==> config.mk <==
export PLATFORM = sky130hd
export DESIGN_NAME = fetch_unit
export DESIGN_NICKNAME = d
export VERILOG_FILES = /design/src/rtl/fetch_unit_pkg.sv /design/src/rtl/fetch_pc_next.sv /design/src/rtl/fetch_unit.sv
export SDC_FILE = /design/constraint.sdc
export NUM_CORES = 1
export LEC_CHECK = 0
export CORE_ASPECT_RATIO = 1.25
export CORE_MARGIN = 2
export CORE_UTILIZATION = 40
export DETAILED_ROUTE_END_ITERATION = 12
export PLACE_DENSITY_LB_ADDON = 0.2
export REMOVE_ABC_BUFFERS = 1
export SYNTH_ARGS = -nofsm -noshare
export SYNTH_HDL_FRONTEND = slang
export SYNTH_SLANG_ARGS = --single-unit
==> constraint.sdc <==
create_clock -name clk -period 4.9 [get_ports clk]
set_input_delay 0.49 -clock clk [delete_from_list [all_inputs] [get_ports clk]]
set_output_delay 0.49 -clock clk [all_outputs]
set_load 0.01 [all_outputs]
==> src/rtl/fetch_unit_pkg.sv <==
// Shared definitions for the instruction fetch front end.
//   fetch_state_t    : fetch FSM encoding (IDLE/FETCH/HOLD/DROP, 2 bits)
//   PC_INCR          : sequential PC step in bytes
//   START_PC_DEFAULT : default PC loaded at reset (4-byte aligned)
package fetch_unit_pkg;

    typedef enum logic [1:0] {
        ST_IDLE  = 2'd0,
        ST_FETCH = 2'd1,
        ST_HOLD  = 2'd2,
        ST_DROP  = 2'd3
    } fetch_state_t;

    localparam logic [31:0] PC_INCR          = 32'd4;
    localparam logic [31:0] START_PC_DEFAULT = 32'h0000_0040;

endpackage

==> src/rtl/fetch_pc_next.sv <==
// Combinational next-PC selection for the fetch unit.
//   i_fetch_pc        : current fetch PC
//   i_redirect_valid  : taken branch / jump resolved at execute
//   i_redirect_target : redirect destination (may be misaligned)
//   o_pc_incr         : i_fetch_pc + 4, modulo 2^DBITS
//   o_next_pc         : word-aligned redirect target when redirecting, else o_pc_incr
//   o_misalign        : redirect this cycle with target[1:0] != 0
module fetch_pc_next
    import fetch_unit_pkg::*;
#(
    parameter int DBITS = 32
) (
    input  logic [DBITS-1:0] i_fetch_pc,
    input  logic             i_redirect_valid,
    input  logic [DBITS-1:0] i_redirect_target,
    output logic [DBITS-1:0] o_pc_incr,
    output logic [DBITS-1:0] o_next_pc,
    output logic             o_misalign
);

    logic [DBITS-1:0] w_target_aligned;

    // Carry out of the top bit is dropped on purpose: the PC wraps silently.
    assign o_pc_incr        = i_fetch_pc + DBITS'(PC_INCR);
    assign w_target_aligned = {i_redirect_target[DBITS-1:2], 2'b00};
    assign o_next_pc        = i_redirect_valid ? w_target_aligned : o_pc_incr;
    assign o_misalign       = i_redirect_valid && (i_redirect_target[1:0] != 2'b00);

endmodule

==> src/rtl/fetch_unit.sv <==
// Instruction fetch front end: owns the PC, issues one instruction-memory read
// at a time and holds the fetched word in a one-entry buffer toward decode.
// Redirects from execute take priority over every other event and discard
// wrong-path work.
//   clk, reset_n        : clock (rising edge), async active-low reset
//   imem_req/imem_addr  : read request and byte address to instruction memory
//   imem_ack/imem_rdata : read completion and returned instruction
//   inst_valid/inst_ready, inst_word, inst_pc, inst_pc_plus4 : decode interface
//   redirect_valid/redirect_target : control-flow change from execute
//   misalign_err        : sticky flag, a redirect target had bits [1:0] != 0
//   dbg_state           : current fetch FSM state
//
// Handshake: inst_valid/inst_word/inst_pc/inst_pc_plus4 are held stable while
// inst_valid is high; a transfer happens on a rising edge where inst_valid and
// inst_ready are both high and redirect_valid is low (a redirect kills the held
// word, so decode must not count that edge). imem_req stays high with imem_addr
// stable until the cycle imem_ack is seen; an ack while imem_req is low is ignored.
module fetch_unit
    import fetch_unit_pkg::*;
#(
    parameter int               DBITS    = 32,
    parameter int               IBITS    = 32,
    parameter logic [DBITS-1:0] START_PC = DBITS'(START_PC_DEFAULT)
) (
    input  logic             clk,
    input  logic             reset_n,
    output logic             imem_req,
    output logic [DBITS-1:0] imem_addr,
    input  logic             imem_ack,
    input  logic [IBITS-1:0] imem_rdata,
    output logic             inst_valid,
    input  logic             inst_ready,
    output logic [IBITS-1:0] inst_word,
    output logic [DBITS-1:0] inst_pc,
    output logic [DBITS-1:0] inst_pc_plus4,
    input  logic             redirect_valid,
    input  logic [DBITS-1:0] redirect_target,
    output logic             misalign_err,
    output fetch_state_t     dbg_state
);

    fetch_state_t     r_state;
    logic [DBITS-1:0] r_fetch_pc;
    logic             r_imem_req;
    logic [DBITS-1:0] r_imem_addr;
    logic             r_inst_valid;
    logic [IBITS-1:0] r_inst_word;
    logic [DBITS-1:0] r_inst_pc;
    logic [DBITS-1:0] r_inst_pc_plus4;
    logic             r_misalign_err;

    logic [DBITS-1:0] w_pc_incr;
    logic [DBITS-1:0] w_next_pc;
    logic             w_misalign;

    fetch_pc_next #(.DBITS(DBITS)) u_pc_next (
        .i_fetch_pc        (r_fetch_pc),
        .i_redirect_valid  (redirect_valid),
        .i_redirect_target (redirect_target),
        .o_pc_incr         (w_pc_incr),
        .o_next_pc         (w_next_pc),
        .o_misalign        (w_misalign)
    );

    always_ff @(posedge clk or negedge reset_n) begin
        if (!reset_n) begin
            r_state         <= ST_IDLE;
            r_fetch_pc      <= START_PC;
            r_imem_req      <= 1'b0;
            r_imem_addr     <= START_PC;
            r_inst_valid    <= 1'b0;
            r_inst_word     <= '0;
            r_inst_pc       <= '0;
            r_inst_pc_plus4 <= '0;
            r_misalign_err  <= 1'b0;
        end else begin
            if (w_misalign) begin
                r_misalign_err <= 1'b1;
            end
            case (r_state)
                ST_IDLE: begin
                    r_state    <= ST_FETCH;
                    r_imem_req <= 1'b1;
                    if (redirect_valid) begin
                        r_fetch_pc  <= w_next_pc;
                        r_imem_addr <= w_next_pc;
                    end else begin
                        r_imem_addr <= r_fetch_pc;
                    end
                end
                ST_FETCH: begin
                    if (!r_imem_req) begin
                        // One-cycle bubble after a discarded ack: issue now.
                        r_imem_req <= 1'b1;
                        if (redirect_valid) begin
                            r_fetch_pc  <= w_next_pc;
                            r_imem_addr <= w_next_pc;
                        end else begin
                            r_imem_addr <= r_fetch_pc;
                        end
                    end else if (redirect_valid) begin
                        r_fetch_pc <= w_next_pc;
                        if (imem_ack) begin
                            // Read finished on the wrong path: drop data, bubble.
                            r_imem_req <= 1'b0;
                        end else begin
                            // Read still in flight: leave it running, discard later.
                            r_state <= ST_DROP;
                        end
                    end else if (imem_ack) begin
                        r_inst_word     <= imem_rdata;
                        r_inst_pc       <= r_fetch_pc;
                        r_inst_pc_plus4 <= w_pc_incr;
                        r_inst_valid    <= 1'b1;
                        r_imem_req      <= 1'b0;
                        r_fetch_pc      <= w_pc_incr;
                        r_state         <= ST_HOLD;
                    end
                end
                ST_HOLD: begin
                    if (redirect_valid) begin
                        r_inst_valid <= 1'b0;
                        r_fetch_pc   <= w_next_pc;
                        r_imem_req   <= 1'b1;
                        r_imem_addr  <= w_next_pc;
                        r_state      <= ST_FETCH;
                    end else if (inst_ready) begin
                        r_inst_valid <= 1'b0;
                        r_imem_req   <= 1'b1;
                        r_imem_addr  <= r_fetch_pc;
                        r_state      <= ST_FETCH;
                    end
                end
                ST_DROP: begin
                    if (redirect_valid) begin
                        r_fetch_pc <= w_next_pc;
                    end
                    if (imem_ack) begin
                        // Wrong-path data discarded; bubble re-issues at fetch_pc.
                        r_imem_req <= 1'b0;
                        r_state    <= ST_FETCH;
                    end
                end
                default: begin
                    r_state <= ST_IDLE;
                end
            endcase
        end
    end

    assign imem_req      = r_imem_req;
    assign imem_addr     = r_imem_addr;
    assign inst_valid    = r_inst_valid;
    assign inst_word     = r_inst_word;
    assign inst_pc       = r_inst_pc;
    assign inst_pc_plus4 = r_inst_pc_plus4;
    assign misalign_err  = r_misalign_err;
    assign dbg_state     = r_state;

endmodule

After elaboration in Yosys (flattened, before gate mapping)
Cells that the tools add are included.
W data, S select, Z words.
{"block": "totals", "register_bits": 165, "out_inout_bits": 133, "elab_cells": 63}
{"block": "op_classes", "n_addsub": 1, "eq_ne": 12, "mux": 29, "bitwise_logic": 1, "n_reduce_logical": 11}
{"cell": "$mux W32", "n": 7}
{"cell": "$pmux W32 S3", "n": 1}
{"cell": "$pmux W32 S2", "n": 1}
{"cell": "$add A32 B3 Y32 const B", "n": 1}
{"cell": "$mux W2", "n": 7}
{"cell": "$mux W1", "n": 10}
{"cell": "$ne A2 B2 Y1 const B", "n": 5}
{"cell": "$reduce_and A5 Y1", "n": 2}
{"cell": "$ne A3 B3 Y1 const B", "n": 3}
{"cell": "$pmux W2 S4", "n": 1}
{"cell": "$eq A2 B2 Y1 const B", "n": 2}
{"cell": "$ne A4 B4 Y1 const B", "n": 1}
{"cell": "$pmux W1 S4", "n": 1}
{"cell": "$reduce_and A4 Y1", "n": 1}
{"cell": "$reduce_bool A2 Y1", "n": 2}
{"cell": "$reduce_and A3 Y1", "n": 1}
{"cell": "$reduce_bool A3 Y1", "n": 1}
{"cell": "$reduce_or A3 Y1", "n": 1}
{"cell": "$eq A2 B1 Y1 const B", "n": 1}
{"cell": "$logic_not A2 Y1", "n": 1}
{"cell": "$pmux W1 S2", "n": 1}
{"cell": "$reduce_and A2 Y1", "n": 1}
{"cell": "$logic_and A1 B1 Y1", "n": 1}
{"cell": "$not A1 Y1", "n": 1}

Depth between registers and ports, before layout
{"block": "depth", "ltp_word": 5, "ltp_mapped": 8}

Hierarchy
Synthesis repeated with hierarchy kept, for this count alone.
{"block": "hier_totals", "cells_unflattened": 679, "area_unflattened_um2": 8094.0}
{"module": "fetch_unit", "instances": 1, "cells_each": 501, "area_each_um2": 6951.7, "seq_area_each_um2": 4131.5}
{"module": "fetch_pc_next", "instances": 1, "cells_each": 178, "area_each_um2": 1142.3, "seq_area_each_um2": 0.0}

Worst setup path before layout
OpenSTA, ideal clock, no wires.
{"block": "synth_path", "path_kind": "reg-to-reg", "from": "reg r_fetch_pc[6]", "to": "reg r_fetch_pc[18]", "setup_ps": 126, "t_arrival_ps": 1871, "t_required_ps": 4774, "path_slack_ps": 2903, "stages_incl_launch_ff": 8, "n_path_buf": 3, "period_less_slack_ps": 1997, "cell_sequence": "dfstp_2 > buf_2 > and4_1 > buf_2 > buf_2 > nand3_1 > o31a_1 > a221o_1"}
{"block": "synth_via", "elab_chain_cells": 5}
{"element": "start, declared", "line": "fetch_unit.sv:43", "rtl": "logic [DBITS-1:0] r_fetch_pc;"}
{"element": "start signal, assigned", "line": "fetch_unit.sv:85", "rtl": "r_fetch_pc <= w_next_pc;"}
{"element": "start signal, assigned", "line": "fetch_unit.sv:96", "rtl": "r_fetch_pc <= w_next_pc;"}
{"element": "start signal, assigned", "line": "fetch_unit.sv:102", "rtl": "r_fetch_pc <= w_next_pc;"}
{"element": "$add A32 B3 Y32", "line": "fetch_pc_next.sv:24", "rtl": "assign o_pc_incr = i_fetch_pc + DBITS'(PC_INCR);"}
{"element": "$mux W32", "line": "fetch_unit.sv:110", "rtl": "end else if (imem_ack) begin"}
{"element": "$mux W32", "line": "fetch_unit.sv:101", "rtl": "end else if (redirect_valid) begin"}
{"element": "$mux W32", "line": "fetch_unit.sv:92", "rtl": "if (!r_imem_req) begin"}
{"element": "$pmux W32 S2", "line": "fetch_unit.sv:80", "rtl": "case (r_state)"}
No other way between the ends. The select of a mux whose other input is x is not followed.
A chain may end at the register's enable or synchronous reset.

Worst setup path in the final report
{"block": "layout_path", "from": "reg r_fetch_pc[6]", "to": "reg r_fetch_pc[20]"}
The elaborated chain is that of the path after synthesis.

==> impl_metrics.yaml <==
worst_setup_path:
  critical_path_class: "reg2reg"
  setup.worst_path.start: "r_fetch_pc[6]$_DFFE_PN1P_"
  reg2reg_from: "r_fetch_pc[6]$_DFFE_PN1P_"
  crit_path_max_incr_delay_ns: 0.79
  crit_family: "simple AND/OR/NAND/NOR gates"
  r2r_slack_ns: 2.12
  endpoint_kind: "register"
  r2r_cells: 4
  cp.required_ns: 5.25
  reg2reg_to: "r_fetch_pc[20]$_DFFE_PN0P_"
  crit_chain: "and4_1, nand4_1, or4_1, a31oi_1"
  crit_buf_inv: 0
  cpMaxStageDelayCell: "and4_1"
  crit_path_start_kind: "register"
  arrival_ns: 3.13
  worstPathMaxFanout: 21
routing:
  drcViolationCount: 0
  viasPerCell: 5.21
  routed_wl_um: 19900
  wl_per_cell_um: 16.3
  dr_total_vias: 6367
  antenna_left: 0
  firstDrtPassIters: 6
  drt_iter0_markers: 404
floorplan:
  die_h_um: 156
  die_w_um: 125
  row_count: 55
  io_pins: 202
  initial_core_util: 0.407
  die_area_um2: 19500
  core_region_area_um2: 18100
logic_synthesis:
  synth_seq_area_share: 0.554
  ys.flop_type: "dfrtp_1"
  synth_area_um2: 7370
  syn_area_per_cell_um2: 9.08
  ys_seq_elements: 163
  synth_cells: 812
  yosys_warnings: 0
  synth_edf_count: 0
  synth-async-reset-ratio: 1.00
  synth_cell_type_count: 47
cells_and_area:
  multi_input_area_um2: 3010
  final_cell_mix: "nand2_1 (258), clkdlybuf4s50_1 (199), dfrtp_1 (161)"
  area_growth_pct: 37.1
  nFillCells: 1665
  final-seq-area_um2: 4080
  antenna_cells: 0
  nets: 1050
  final_common_cell: "nand2_1"
  drive_gt1_frac: 0.0534
timing:
  fin_skew_ns: 0.00980
  setup_viol: 0
  max_freq_mhz: 360
  maxSlewHeadroom: 0.391
  finalMaxSlewViolations: 0
  hold_viol_final: 0
  period_minus_slack_ns: 2.78
  finalSetupTns_ns: 0
  finalCritPeriodShare: 0.566
  worst_pin_slew_ns: 0.913
  rsz0062_at_grt: "false"
grt:
  antenna_found_initial: 0
  grt_pass1_wl_um: 32200
  grt_max_degree: 100
  grt_usage: 0.207
  grt_pass1_vias: 6192
  grt_overflow_total: 0
clock_network:
  clkTransAtPathRegs_ns: 0.07
  htreeDepth: 4
  cts_made_buffers: 17
  hold_buffers: 0
  cts-root-buf: "clkbuf_16"
  cts_resized: 0
  clk_path_buf_depth: 2
  postCtsSetupRepairBufs: 0
  clock_latency_ns: 0.43
  tritoncts: "done"
  cts_sinks: 163
run_status:
  status: "finished clean"
placement:
  dp_hpwl_um: 13100
  port-buffer-count: 201
  gp_congestion: 0.773
run:
  max_cap_viol_count: 0
min_path:
  hold_class: "in2async"
power:
  ir_drop_mv: 0.379
  power.density_nw_per_um2: 582
  p_leak_nw: 4.37
  power_mw: 5.87
-- cells by family (layout without fill, tap and decap cells) --
logic type / after synthesis / after routing / synth area share
adder cells (fa/ha/maj): 1 / 1 / 0.00170
buffers and inverters: 66 / 247 / 0.0402
AO/OA/AOI/OAI: 126 / 126 / 0.105
XOR/XNOR: 21 / 21 / 0.0250
AND/OR/NAND/NOR: 421 / 421 / 0.255
flip-flops: 163 / 163 / 0.554
multiplexers: 14 / 14 / 0.0195
-- per-layer routing --
metal / share of wire / track usage / up-vias
met5: 0 / 0 / -
met4: 0.010 / 0.0646 / 0
met3: 0.054 / 0.0415 / 20
met2: 0.48 / 0.343 / 200
met1: 0.45 / 0.275 / 3048
li1: - / - / 3099
-- metrics by stage --
stage | utilization | setup WS, ns | instances | instance area, um2 | hold WS [ns]
5_1_grt | 0.558 | 1.98 | 1221 | 10100 | 0.244
3_3_place_gp | 0.524 | 1.92 | 1189 | 9480 | 0.447
2_1_floorplan | - | 0.643 | 751 | 7090 | 0.194
4_1_cts | 0.558 | 2.12 | 1221 | 10100 | 0.195
3_5_place_dp | 0.524 | 1.91 | 1189 | 9480 | 0.443
6_report | 0.558 | 2.12 | 1221 | 10100 | 0.141
-- cell usage after synthesis, types with 7 or more instances --
| cell | number | area [um2] |
|---|---|---|
| mux2i_1 | 11 | 110 |
| o31ai_1 | 8 | 60.1 |
| a21oi_1 | 23 | 115 |
| or3_1 | 11 | 68.8 |
| clkbuf_1 | 38 | 143 |
| dfrtp_1 | 161 | 4030 |
| nand4_1 | 18 | 113 |
| nor2_1 | 52 | 195 |
| or4_1 | 14 | 105 |
| o211ai_1 | 10 | 75.1 |
| a31oi_1 | 29 | 181 |
| nand3_1 | 25 | 125 |
| xor2_1 | 15 | 131 |
| o21ai_0 | 41 | 205 |
| nor2b_1 | 7 | 43.8 |
| buf_2 | 18 | 90.1 |
| nand2_1 | 258 | 968 |
-- worst reg2reg max path: stages (launching register included) --
cell	delay, ns
dfstp_2	0.61
and4_1	0.79
nand4_1	0.52
or4_1	0.62
a31oi_1	0.16
-- state kept, by name (all words and copies together), names as in the netlist --
register       cells
imem_addr         32
inst_pc           32
inst_word         32
r_fetch_pc        32
inst_pc_plus4     30
dbg_state          2
imem_req           1
inst_valid         1
misalign_err       1
-- area by class of cell --
cell class                 count  share of cell area
clock inverter                13              0.0172
multi-input combinational    583               0.298
sequential                   163               0.404
clock buffer                  19              0.0439
inverter                       5             0.00186
timing repair buffer         210               0.207
tap                          228              0.0282
-- worst max path at each step --
stage,end,slack (ns),depth (start not counted)
final,r_fetch_pc[20]$_DFFE_PN0P_,2.12,4
after global routing,r_fetch_pc[24]$_DFFE_PN0P_,1.98,4
after CTS,r_fetch_pc[20]$_DFFE_PN0P_,2.12,4
after detailed placement,inst_pc_plus4[13]$_DFFE_PN0P_,1.91,6
after global placement,inst_pc_plus4[13]$_DFFE_PN0P_,1.92,6
after floorplan,inst_pc_plus4[29]$_DFFE_PN0P_,0.64,4
-- report_power, final --
group	leakage, nW	switching [mW]	total [mW]	internal [mW]
Combinational	2.11	1.06	2.25	1.19
Clock	0.297	0.570	1.40	0.826
Sequential	1.97	0.355	2.23	1.87
Total	4.37	1.98	5.87	3.89
No activity file was read; power rests on OpenSTA's default activity.
